`config.mk`:
```
export PLATFORM = sky130hd
export DESIGN_NAME = id_ex_stage
export DESIGN_NICKNAME = d
export VERILOG_FILES = /design/src/rtl/id_ex_stage.sv
export SDC_FILE = /design/constraint.sdc
export NUM_CORES = 1
export LEC_CHECK = 0
export BUFFER_PORTS_ARGS = -buffer_cell sky130_fd_sc_hd__buf_2
export CAP_MARGIN = 20
export CORE_ASPECT_RATIO = 1.5
export CORE_MARGIN = 2
export CORE_UTILIZATION = 40
export CTS_BUF_LIST = sky130_fd_sc_hd__clkbuf_2 sky130_fd_sc_hd__clkbuf_4 sky130_fd_sc_hd__clkbuf_8
export CTS_CLUSTER_DIAMETER = 100
export DETAILED_ROUTE_END_ITERATION = 16
export HOLD_SLACK_MARGIN = 0.15
export PLACE_DENSITY = 0.74
export SYNTH_ARGS = -nofsm -noshare
export SYNTH_HDL_FRONTEND = slang
export SYNTH_SLANG_ARGS = --single-unit
```
`constraint.sdc`:
```
create_clock -name clk -period 4.3 [get_ports clk]
set_clock_uncertainty 0.1 [all_clocks]
set_input_delay 0.645 -clock clk [delete_from_list [all_inputs] [get_ports clk]]
set_output_delay 0.645 -clock clk [all_outputs]
set_load 0.005 [all_outputs]
```
`src/rtl/id_ex_stage.sv`:
```
// id_ex_stage: ID/EX pipeline register with operand forwarding and
// load-use hazard detection.
//
// Ports:
//   clk, reset            rising-edge clock, asynchronous active-high reset
//   stall, flush          hold EX contents / kill the instruction entering EX
//   idValid, id*          decoded instruction presented by the ID stage
//   memRegWrite/WriteReg/AluRes  EX/MEM forwarding source (highest priority)
//   wbRegWrite/WriteReg/Data     MEM/WB forwarding source
//   input1, input2        forwarded ALU operands
//   aluCtr, exWriteReg    ALU op code and resolved destination register
//   exValid, ex*          valid flag and valid-gated control bits
//   exStoreData           forwarded rt value for stores
//   loadUseStall          freeze IF/ID and PC this cycle
module id_ex_stage (
  input  logic        clk,
  input  logic        reset,
  input  logic        stall,
  input  logic        flush,
  input  logic        idValid,
  input  logic [31:0] idRsData,
  input  logic [31:0] idRtData,
  input  logic [31:0] idImm,
  input  logic [4:0]  idRs,
  input  logic [4:0]  idRt,
  input  logic [4:0]  idRd,
  input  logic [3:0]  idAluCtr,
  input  logic        idAluSrc,
  input  logic        idRegDst,
  input  logic        idRegWrite,
  input  logic        idMemRead,
  input  logic        idMemWrite,
  input  logic        idMemToReg,
  input  logic        memRegWrite,
  input  logic [4:0]  memWriteReg,
  input  logic [31:0] memAluRes,
  input  logic        wbRegWrite,
  input  logic [4:0]  wbWriteReg,
  input  logic [31:0] wbData,
  output logic [31:0] input1,
  output logic [31:0] input2,
  output logic [3:0]  aluCtr,
  output logic        exValid,
  output logic [4:0]  exWriteReg,
  output logic        exRegWrite,
  output logic        exMemRead,
  output logic        exMemWrite,
  output logic        exMemToReg,
  output logic [31:0] exStoreData,
  output logic        loadUseStall
);

  logic        valid;
  logic [31:0] rs_data;
  logic [31:0] rt_data;
  logic [31:0] imm;
  logic [4:0]  rs;
  logic [4:0]  rt;
  logic [4:0]  write_reg;
  logic [3:0]  alu_ctr;
  logic        alu_src;
  logic        reg_write;
  logic        mem_read;
  logic        mem_write;
  logic        mem_to_reg;

  logic [31:0] fwd_a;
  logic [31:0] fwd_b;

  // EX/MEM is the younger producer, so it is checked first; r0 is never forwarded.
  always_comb begin
    fwd_a = rs_data;
    if (memRegWrite && (memWriteReg == rs) && (rs != '0))
      fwd_a = memAluRes;
    else if (wbRegWrite && (wbWriteReg == rs) && (rs != '0))
      fwd_a = wbData;
  end

  always_comb begin
    fwd_b = rt_data;
    if (memRegWrite && (memWriteReg == rt) && (rt != '0))
      fwd_b = memAluRes;
    else if (wbRegWrite && (wbWriteReg == rt) && (rt != '0))
      fwd_b = wbData;
  end

  assign input1      = fwd_a;
  assign input2      = alu_src ? imm : fwd_b;
  assign exStoreData = fwd_b;
  assign aluCtr      = alu_ctr;
  assign exWriteReg  = write_reg;
  assign exValid     = valid;
  assign exRegWrite  = reg_write  & valid;
  assign exMemRead   = mem_read   & valid;
  assign exMemWrite  = mem_write  & valid;
  assign exMemToReg  = mem_to_reg & valid;

  assign loadUseStall = valid && mem_read && (write_reg != '0) && idValid &&
                        ((write_reg == idRs) || (write_reg == idRt));

  always_ff @(posedge clk or posedge reset) begin
    if (reset) begin
      valid      <= 1'b0;
      rs_data    <= '0;
      rt_data    <= '0;
      imm        <= '0;
      rs         <= '0;
      rt         <= '0;
      write_reg  <= '0;
      alu_ctr    <= '0;
      alu_src    <= 1'b0;
      reg_write  <= 1'b0;
      mem_read   <= 1'b0;
      mem_write  <= 1'b0;
      mem_to_reg <= 1'b0;
    end else if (flush) begin
      valid <= 1'b0;
    end else if (stall) begin
      // Latch forwarded operands so a producer retiring during the hold is not lost.
      rs_data <= fwd_a;
      rt_data <= fwd_b;
    end else if (loadUseStall) begin
      valid <= 1'b0;
    end else begin
      valid      <= idValid;
      rs_data    <= idRsData;
      rt_data    <= idRtData;
      imm        <= idImm;
      rs         <= idRs;
      rt         <= idRt;
      write_reg  <= idRegDst ? idRd : idRt;
      alu_ctr    <= idAluCtr;
      alu_src    <= idAluSrc;
      reg_write  <= idRegWrite;
      mem_read   <= idMemRead;
      mem_write  <= idMemWrite;
      mem_to_reg <= idMemToReg;
    end
  end

endmodule

```
* After elaboration in Yosys (flattened, before gate mapping) *
Cells that the tools add are included.

operators by class
  bitwise gates (word level) = 7
  multiply operators = 0
  divide/modulo/power cells = 0
  $add $sub $neg = 0
  equal/unequal tests = 8
  multiplexer cells = 13
  magnitude comparators = 0
  reduce and logical (&&, ||, !) cells = 18
  shifts and indexed selects = 0

operator list
  kind                                                    count
  2-to-1 mux 32 bit                                       9
  equality test 5 bit                                     6
  nonzero test 5 bit                                      3
  logical AND 1 bit                                       12
  2-to-1 mux 5 bit                                        1
  bitwise AND 1 bit                                       4
  2-to-1 mux 1 bit                                        3
  NOT 1 bit                                               3
  AND reduction 3 bit                                     1
  inequality test 2 x 1 -> 1 bit (second input constant)  1
  inequality test 2 bit (second input constant)           1
  AND reduction 2 bit                                     1
  logical OR 1 bit                                        1

word-level totals
  bits in read-only memories = 0
  memories = 0
  logic and storage cells = 59
  flip-flop bits (word level) = 121
  input port bits = 202
  bits in writable memories = 0
  latch bits = 0

* Depth between registers and ports, before layout *
  word-level depth = 7
  mapped depth = 10
  depth with buffers taken out = 7

* Worst setup path after synthesis *
No wires, ideal clock.

  kind = input port to output port
  start point = input port wbWriteReg[4]
  end point = output port input2[11]
  cell stages on the path = 9
  slack = 1130 ps
  arrival time = 2425 ps
  buffers on the path = 3
  cells stage by stage = xor2_1 > or4b_1 > buf_2 > or2_1 > buf_6 > buf_6 > nand2_1 > a31oi_2 > mux2_2

on the way
  word-level cells in the longest chain between the ends = 6

ends and longest elaborated chain
  what                            RTL line  RTL
  start, declared                 38        input logic [4:0] wbWriteReg,
  equality test 5 bit             83        else if (wbRegWrite && (wbWriteReg == rt) && (rt != '0))
  logical AND 1 bit (2 in a row)  83
  2-to-1 mux 32 bit               83
  2-to-1 mux 32 bit               81        if (memRegWrite && (memWriteReg == rt) && (rt != '0))
  net exStoreData[11]             49        output logic [31:0] exStoreData,
  2-to-1 mux 32 bit               88        assign input2 = alu_src ? imm : fwd_b;
  end, declared                   41        output logic [31:0] input2,

The timed path passes the listed nets, and every way through them passes these cells.

* Worst setup path after layout *
  start point = register rt[4]
  end point = output port input2[11]

on the way
  word-level cells in the longest chain between the ends = 6
  elaborated cells between the ends (all ways) = 10

ends and longest elaborated chain
  what                            RTL line  RTL
  start, declared                 58        logic [4:0] rt;
  start signal, assigned          130       rt <= idRt;
  equality test 5 bit             83
  logical AND 1 bit (2 in a row)  83
  2-to-1 mux 32 bit               83
  2-to-1 mux 32 bit (*)           81
  2-to-1 mux 32 bit (*)           88

Every way passes the cells marked *; elsewhere a longest branch is shown, timed or not.

==> flow_summary_export.csv <==
group,metric,value,unit
yosys,yosys_warnings,0,
clock_network,cts-buffers-inserted,17,
worst_hold_path,hold_path.class,"primary input to async pin",
clock_network,cts_root_buf,"clkbuf_8",
place,gp_congestion,0.957,
floorplanning,placementRows,64,
cells_and_area,fin_cells,1407,
cells_and_area,fin_nets,1326,
grt,grt_max_degree,62,
cells_and_area,drive_above_1_share,0.480,
floorplanning,ios,313,
yosys,postSynthAreaPerCell,9.53,sq um
timing,rsz0062_at_grt,"false",
grt,antenna_found_initial,6,
yosys,synthTopCellsByCount,"dfrtp_1, mux2_2, nand2_1, clkbuf_1, or3_1",
detailed_routing,routedWlPerCell,21.6,um
worst_setup_path,worstPathMaxFanout,19,
yosys,synth-main-ff-cell,"dfrtp_1",
clock_network,postCtsSetupBuffers,0,
yosys,synth_cell_type_count,41,
timing,final-max-slew-violation-count,0,
clock_network,path_clk_slew,0.08,ns
place,dpl_cell_area,0.00988,sq mm
yosys,synth_cells,857,
timing,relSlewSlack,0.448,
yosys,synth_top_area_share,0.371,
outcome,status,"completed",
clock_network,cts_tree,"built",
floorplanning,start_util,0.405,
place,portBuffers,312,
yosys,synth_largest_area_cell,"dfrtp_1",
detailed_routing,drt_pass1_iterations,6,
detailed_routing,routed_wirelength,30.5,mm
yosys,synth.area.top_cells,"dfrtp_1, mux2_2, a31oi_2",
job,drv_cap,0,
timing,setup_tns,0,ns
clock_network,hold_buffers,0,
floorplanning,die_area,0.0216,sq mm
timing,fmax,0.253,GHz
detailed_routing,antenna_left,0,
worst_setup_path,critPathArrivalTime,3.20,ns
clock_network,clock_path_buffers,2,
clock_network,clkLatencyLatePin,0.46,ns
clock_network,cts_resized,0,
cells_and_area,reg.largest.list,"imm: 32 flops, rs_data: 32 flops, rt_data: 32 flops",
floorplanning,core-area,0.0202,sq mm
grt,gr-usage-all-layers,0.278,
cells_and_area,stdcell_area,0.0103,sq mm
timing,worst_pin_slew,0.826,ns
timing,fin_crit_sh,0.919,
place,place_hpwl,22.5,mm
cells_and_area,area_delta_synth_final,26.0,%
worst_setup_path,max_stage_delay,0.70,ns
cells_and_area,utilization,0.510,
clock_network,cts.htree.levels,4,
worst_setup_path,cp.required,3.56,ns
worst_setup_path,cp-end-kind,"output pin",
worst_setup_path,start_kind,"register",
grt,grt_pass1_vias,7852,
yosys,synth_edf_count,0,
power_and_ir_drop,p_leak,4.32,nW
timing,hold_viol,0,
timing,setup_viol,0,
worst_setup_path,cp_slowest_cell,"or4b_1",
clock_network,clock_sinks,121,
grt,grt_pass1_wl,45.5,mm
grt,overflow,0,
yosys,syn_area,0.00817,sq mm
yosys,synth-seq-cells,121,
yosys,ys_async_sr_fraction,1.00,
worst_setup_path,path_cells,"xor2_1 > or4b_1 > nor2_4 > buf_4 > nand2_1 > a31oi_2 > mux2_2 > buf_2",
floorplanning,die_h,179,um
floorplanning,die_w,121,um
yosys,syn_nets,1059,
yosys,synthMostInstantiatedCell,"dfrtp_1",
power_and_ir_drop,irDropWorstVdd,333,uV
detailed_routing,first_iter_violations,747,
timing,fin_crit,3.95,ns
detailed_routing,route.detailed.drc,0,
power_and_ir_drop,power_density,363,mW/mm^2
detailed_routing,vias,8198,
detailed_routing,vias_per_cell,5.83,
place,dp_cells,1369,
worst_setup_path,crit_type,"register to output pin",
yosys,ys_seq_area_frac,0.371,
## layer usage
layer | global-route usage | share of wire
met1 | 0.365 | 0.41
met2 | 0.440 | 0.48
met3 | 0.0487 | 0.068
met4 | 0.138 | 0.042
met5 | 0 | 0
## kinds of logic after synthesis
family	Yosys count	share of synthesized area
and+or+nand+nor	318	0.224
DFF	121	0.371
xor gates and xnor gates	30	0.0322
muxes	98	0.133
buffers and inverters	111	0.0611
AOI/OAI and AO/OA	179	0.179
## where the power goes
group          leakage (nW)  internal, W  switching [W]
Sequential             1.36      0.00130       0.000121
Clock                 0.193     0.000540       0.000517
Combinational          2.76     0.000592       0.000658
## placed cells by master (no fill, tap or decap), types with 2 or more instances in the layout
cell type,synthesis,final
diode_2,0,6
dfrtp_1,121,121
inv_2,1,2
bufinv_16,0,2
buf_4,4,19
nor3_1,34,34
mux2_2,83,83
xnor2_1,24,24
or4b_1,2,2
a31oi_2,36,36
inv_6,0,3
buf_2,18,312
a21oi_1,12,11
nor4_1,38,38
or4_1,32,32
and2_1,4,4
o211ai_1,2,2
nand4_1,2,2
o221a_2,30,30
clkinvlp_4,0,4
clkbuf_8,0,18
inv_1,25,23
a31oi_1,25,25
mux2i_1,15,15
nor3b_2,19,19
clkinv_4,0,2
o21ai_0,39,39
or2_2,2,2
o22ai_1,28,28
or3_1,50,50
nor2_1,40,40
nand2_1,80,79
buf_12,0,2
nor3b_1,8,8
o211ai_2,3,2
xor2_1,6,6
clkinv_2,0,2
o211a_1,2,2
nand3_1,2,2
## path summary, 6_finish.rpt
path	start	to	slack, ns	cells past startpoint
max	rt[4]$_DFFE_PP0P_	input2[11]	0.35	8
min	reset	imm[20]$_DFFE_PP0P_	0.22	2
max reg2reg	rs[1]$_DFFE_PP0P_	rs_data[13]$_DFFE_PP0P_	1.19	7
min reg2reg	mem_to_reg$_DFFE_PP0P_	mem_to_reg$_DFFE_PP0P_	0.40	1
max in group asynchronous	reset	aluCtr[2]$_DFFE_PP0P_	2.90	3
min in group clk	idImm[31]	imm[31]$_DFFE_PP0P_	0.31	2
## cell type report
cell class              count  area (sq um)
flip-flops and latches    121          3030
repair buffers            333          1740
clock buffers              19           255
well taps                 264           330
inverters                  26           100
diodes                      6          15.0
clock inverters            13           144
fillers                  1953          9890
multi-input cells         625          4670
## worst max-delay path: cells and delay by family (launching register included)
| family | cells | cell delay [ns] |
|---|---|---|
| buffers and inverters | 2 | 0.37 |
| AO/OA/AOI/OAI | 1 | 0.25 |
| multiplexers | 1 | 0.19 |
| flip-flops | 1 | 0.45 |
| XOR/XNOR | 1 | 0.25 |
| AND/OR/NAND/NOR | 3 | 1.22 |
## stage by stage
| step | power, W | hold slack [ns] | setup WS, ns |
|---|---|---|---|
| floorplan | 0.00216 | 0.371 | 0.341 |
| global placement | 0.00267 | 0.379 | 0.606 |
| detailed placement | 0.00269 | 0.386 | 0.566 |
| CTS | 0.00375 | 0.236 | 0.327 |
| global route | 0.00392 | 0.279 | 0.166 |
| finish | 0.00373 | 0.216 | 0.350 |
(Power assumes the default switching activity.)
